===== config.mk =====
export PLATFORM = sky130hd
export DESIGN_NAME = debounce_bank
export DESIGN_NICKNAME = d
export VERILOG_FILES = /design/src/rtl/debounce_bank.sv
export SDC_FILE = /design/constraint.sdc
export NUM_CORES = 1
export LEC_CHECK = 0
export CORE_ASPECT_RATIO = 0.8
export CORE_UTILIZATION = 45
export CTS_CLUSTER_DIAMETER = 120
export DETAILED_ROUTE_END_ITERATION = 16
export PLACE_DENSITY = 0.66
export SYNTH_ARGS = -nofsm -noshare
export SYNTH_HDL_FRONTEND = slang
export SYNTH_SLANG_ARGS = --single-unit

===== constraint.sdc =====
create_clock -name clk -period 4.7 [get_ports clk]
set_clock_uncertainty 0.1 [all_clocks]
set_input_delay 0.705 -clock clk [delete_from_list [all_inputs] [get_ports clk]]
set_output_delay 0.705 -clock clk [all_outputs]
set_load 0.02 [all_outputs]

===== src/rtl/debounce_bank.sv =====
// Multi-channel button/switch debouncer: 2-flop synchroniser, shared prescaled
// sample tick, per-channel stable counter and optional auto-repeat FSM.
module debounce_bank #(
    parameter int              N_CH         = 9,
    parameter int              TICK_DIV     = 1000,
    parameter int              STABLE_CNT   = 6,
    parameter int              REPEAT_DELAY = 500,
    parameter int              REPEAT_RATE  = 100,
    parameter logic [N_CH-1:0] REPEAT_MASK  = '0
) (
    input  logic            clk,
    input  logic            reset,
    input  logic [N_CH-1:0] din,
    output logic [N_CH-1:0] level,
    output logic [N_CH-1:0] rise,
    output logic [N_CH-1:0] fall,
    output logic [N_CH-1:0] rpt,
    output logic            tick
);

    localparam int PRE_W   = $clog2(TICK_DIV);
    localparam int SCNT_W  = $clog2(STABLE_CNT);
    localparam int RPT_MAX = (REPEAT_DELAY > REPEAT_RATE) ? REPEAT_DELAY : REPEAT_RATE;
    localparam int RPT_W   = $clog2(RPT_MAX + 1);

    typedef enum logic [1:0] {
        RS_IDLE   = 2'd0,
        RS_DELAY  = 2'd1,
        RS_REPEAT = 2'd2
    } rpt_state_e;

    logic [N_CH-1:0]  sync1_q;
    logic [N_CH-1:0]  sync2_q;
    logic [PRE_W-1:0] pre_q;
    logic [PRE_W-1:0] pre_d;

    always_ff @(posedge clk) begin
        if (reset) begin
            sync1_q <= '0;
            sync2_q <= '0;
            pre_q   <= '0;
        end else begin
            sync1_q <= din;
            sync2_q <= sync1_q;
            pre_q   <= pre_d;
        end
    end

    assign tick = (pre_q == PRE_W'(TICK_DIV - 1));

    always_comb begin
        pre_d = pre_q + 1'b1;
        if (tick) pre_d = '0;
    end

    for (genvar i = 0; i < N_CH; i++) begin : g_ch
        logic              lvl_q;
        logic              lvl_d;
        logic [SCNT_W-1:0] scnt_q;
        logic [SCNT_W-1:0] scnt_d;
        logic              rise_q;
        logic              rise_d;
        logic              fall_q;
        logic              fall_d;
        logic              rpt_q;
        logic [RPT_W-1:0]  rcnt_q;
        rpt_state_e        state_q;

        // A level change is accepted on the tick that completes STABLE_CNT disagreeing samples.
        always_comb begin
            lvl_d  = lvl_q;
            scnt_d = scnt_q;
            rise_d = 1'b0;
            fall_d = 1'b0;
            if (tick) begin
                if (sync2_q[i] == lvl_q) begin
                    scnt_d = '0;
                end else if (scnt_q == SCNT_W'(STABLE_CNT - 1)) begin
                    lvl_d  = ~lvl_q;
                    scnt_d = '0;
                    rise_d = ~lvl_q;
                    fall_d = lvl_q;
                end else begin
                    scnt_d = scnt_q + 1'b1;
                end
            end
        end

        always_ff @(posedge clk) begin
            if (reset) begin
                lvl_q   <= 1'b0;
                scnt_q  <= '0;
                rise_q  <= 1'b0;
                fall_q  <= 1'b0;
                rpt_q   <= 1'b0;
                rcnt_q  <= '0;
                state_q <= RS_IDLE;
            end else begin
                lvl_q  <= lvl_d;
                scnt_q <= scnt_d;
                rise_q <= rise_d;
                fall_q <= fall_d;
                rpt_q  <= 1'b0;
                case (state_q)
                    RS_IDLE: begin
                        if (rise_d) begin
                            rpt_q  <= 1'b1;
                            rcnt_q <= '0;
                            if (REPEAT_MASK[i]) state_q <= RS_DELAY;
                        end
                    end
                    // A release wins over a repeat pulse falling due on the same tick.
                    RS_DELAY: begin
                        if (fall_d) begin
                            state_q <= RS_IDLE;
                        end else if (tick) begin
                            if (rcnt_q == RPT_W'(REPEAT_DELAY - 1)) begin
                                rpt_q   <= 1'b1;
                                rcnt_q  <= '0;
                                state_q <= RS_REPEAT;
                            end else begin
                                rcnt_q <= rcnt_q + 1'b1;
                            end
                        end
                    end
                    RS_REPEAT: begin
                        if (fall_d) begin
                            state_q <= RS_IDLE;
                        end else if (tick) begin
                            if (rcnt_q == RPT_W'(REPEAT_RATE - 1)) begin
                                rpt_q  <= 1'b1;
                                rcnt_q <= '0;
                            end else begin
                                rcnt_q <= rcnt_q + 1'b1;
                            end
                        end
                    end
                    default: state_q <= RS_IDLE;
                endcase
            end
        end

        assign level[i] = lvl_q;
        assign rise[i]  = rise_q;
        assign fall[i]  = fall_q;
        assign rpt[i]   = rpt_q;
    end

endmodule


==> results.yml <==
sta:
  fin_crit_sh: 0.866
  finalSetupViolCount: 0
  period_minus_slack_ps: 4070
  fin_tns_setup_ps: 0
  drv_slew: 0
  rsz0062_at_grt: "false"
  finalWorstSetupSlack_ps: 631
  tightest_slew_ps: 790
  hold_violations: 0
  relSlewSlack: 0.473
  fmax_ghz: 0.246
cells_and_area:
  area_growth_pct: 12.7
  fin_nets: 384
  final_cell_mix: "82 x dfxtp_1, 46 x clkdlybuf4s50_1, 28 x nand2_1"
  diodes: 0
  final_common_cell: "dfxtp_1"
  drive_gt1_frac: 0.127
grt:
  grt_max_degree: 40
  antenna_found_initial: 0
  grt.overflow.total: 0
  grt_pass1_vias: 2221
  grt_pass1_wl_mm: 10.1
  grtUsageTotal: 0.159
setup_path:
  path_cells: "nand4_2 -> or3_1 -> buf_4 -> inv_1 -> clkdlybuf4s50_1"
  reg2reg_depth: 6
  timing.rr.start: "pre_q[5]"
  cp-end-kind: "output pin"
  r2r-end: "g_ch[4].scnt_q[1]"
  crit_path_top_delay_cell: "clkdlybuf4s50_1"
  reg2reg_slack_ps: 2000
  crit_required_ps: 3890
  crit_path_max_fanout: 37
  critPathArrivalTime_ps: 3260
  worst-setup-path-type: "reg -> out"
  critPathLaunchType: "flop"
  max_stage_delay_ps: 740
die:
  die-width_um: 101
  die_area_um2: 8180
  start_util: 0.470
  core_area_um2: 7500
  row_count: 28
  ios: 48
  die_h_um: 81.1
flow_run:
  drv_cap: 0
drt:
  viasPerCell: 5.02
  ant_nets: 0
  post_drt_wl_per_cell_um: 12.4
  drtIter0Drc: 70
  routed-via-count: 2422
  drt_pass1_iterations: 4
  route.detailed.drc: 0
  drt-total-wl_mm: 5.98
synthesis:
  synth.net_count: 376
  synth_warnings: 0
  synth_cell_types: 36
  synth_area_per_cell_um2: 9.67
  yosysSeqAreaShare: 0.466
  syn_area_um2: 3520
  ys_ff_latch: 82
  synth_cells: 364
power_and_ir_drop:
  comb_power_share: 0.028
  power.internal_w: 0.000938
  pwr-share-seq: 0.591
  ir_worst_vdd_mv: 0.171
  powerDensity_nw_per_um2: 303
  p_total_w: 0.00120
  power_leakage_nw: 1.29
  netSwitchingPower_w: 0.000264
  p_clk_frac: 0.381
  swShare: 0.220
place:
  gp_congestion: 0.775
  post-dp-hpwl_mm: 3.89
  io_buffers: 47
  pre_cts_slack_ps: 1060
hold_path:
  hp-start: "sync1_q[3]"
  min_to: "sync2_q[3]"
  hp-class: "reg -> reg"
  min_path_cells: 1
clocking:
  clk_pin_slew_ps: 80
  clk_path_buf_depth: 2
  htree_levels: 3
  cts_tree: "yes"
  postCtsHoldBufs: 0
  cts_num_sinks: 82
  insertion_delay_ps: 350
  cts_setup_buffers: 0
  root_buffer: "clkbuf_8"
  cts_made_buffers: 9
  cts.repair.resized: 0
status:
  status: "completed"
## worst max-delay path: cells and delay by family, from the launching register on
kind | cells | cell delay [ps]
buffers and inverters | 3 | 1630
flip-flops | 1 | 430
AND/OR/NAND/NOR | 2 | 840
## flip-flops by register name, summed over array words and instances, names as in the netlist
signal,cells
g_ch.scnt_q,27
pre_q,10
g_ch.fall_q,9
g_ch.lvl_q,9
sync1_q,9
sync2_q,9
g_ch.rise_q,7
g_ch.rpt_q,2
## logic make-up after synthesis
logic type,synth area share
xor gates and xnor gates,0.0348
muxes,0.0256
adders and majority gates,0.00355
and+or+nand+nor,0.289
DFF,0.466
AOI/OAI and AO/OA,0.0743
buffers and inverters,0.107
## final cells by class
cell class / instances / area, µm²
clock buffers: 11 / 151
clock inverters: 5 / 28.8
fillers: 707 / 3530
inverters: 4 / 15.0
multi-input cells: 224 / 1500
flip-flops and latches: 82 / 1640
well taps: 105 / 131
repair buffers: 51 / 495
## per-stage QoR
step	cells	area [µm²]	hold WS, ps	util
CTS	482	3970	341	0.529
global placement	466	3790	318	0.505
detailed placement	466	3790	320	0.505
floorplan	364	3520	314	-
global route	482	3970	362	0.529
finish	482	3970	337	0.529
## synth_stat cells
master     n  area, µm²
o21ai_0   10       50.1
o21a_1     1       7.51
dfxtp_1   82       1640
nand4_2    1       12.5
o311a_1    1       10.0
nand3b_1  18        135
nor4_2     1       12.5
xor2_1     2       17.5
nor2b_1   18        113
and3_1     1       6.26
mux2i_1    9       90.1
nand2_1   28        105
a31o_2     1       8.76
nor3b_1   11       82.6
a21oi_1   20        100
xnor2_1   12        105
buf_2      3       15.0
nor4_1     9       56.3
nand2b_1   1       6.26
buf_4     37        278
ha_1       1       12.5
clkbuf_1  11       41.3
o211ai_1   9       67.6
o211a_1    1       10.0
or3_4      8       90.1
inv_1      4       15.0
buf_6      2       22.5
nand4b_1   1       8.76
buf_1      1       3.75
nor3_1     4       20.0
or3_1      2       12.5
o31ai_1    1       7.51
nor2_1    24       90.1
nand3_1   12       60.1
nor3b_2   16        200
nand4_1    1       6.26
## how the worst max path moves through the flow
stage | startpoint | end | cells after the start
6_report | pre_q[5] | tick | 5
5_1_grt | pre_q[5] | tick | 5
4_1_cts | pre_q[5] | tick | 5
3_5_place_dp | pre_q[5] | tick | 5
3_3_place_gp | pre_q[5] | tick | 5
2_1_floorplan | pre_q[0] | tick | 6
## power groups by stage
stage               Clock [W]  Combinational, W  Sequential, W
floorplan                   0         0.0000226       0.000725
detailed placement          0         0.0000342       0.000726
CTS                  0.000477         0.0000344       0.000710
finish               0.000457         0.0000342       0.000710
global route         0.000508         0.0000378       0.000711
global placement            0         0.0000341       0.000726
## routing by layer
layer	global-route usage	vias to the layer above	routed length [µm]
li1	-	1236	-
met1	0.200	1124	2960
met2	0.257	52	2660
met3	0.0551	10	297
met4	0.0507	0	60
met5	0	-	0
(Power assumes the default switching activity.)
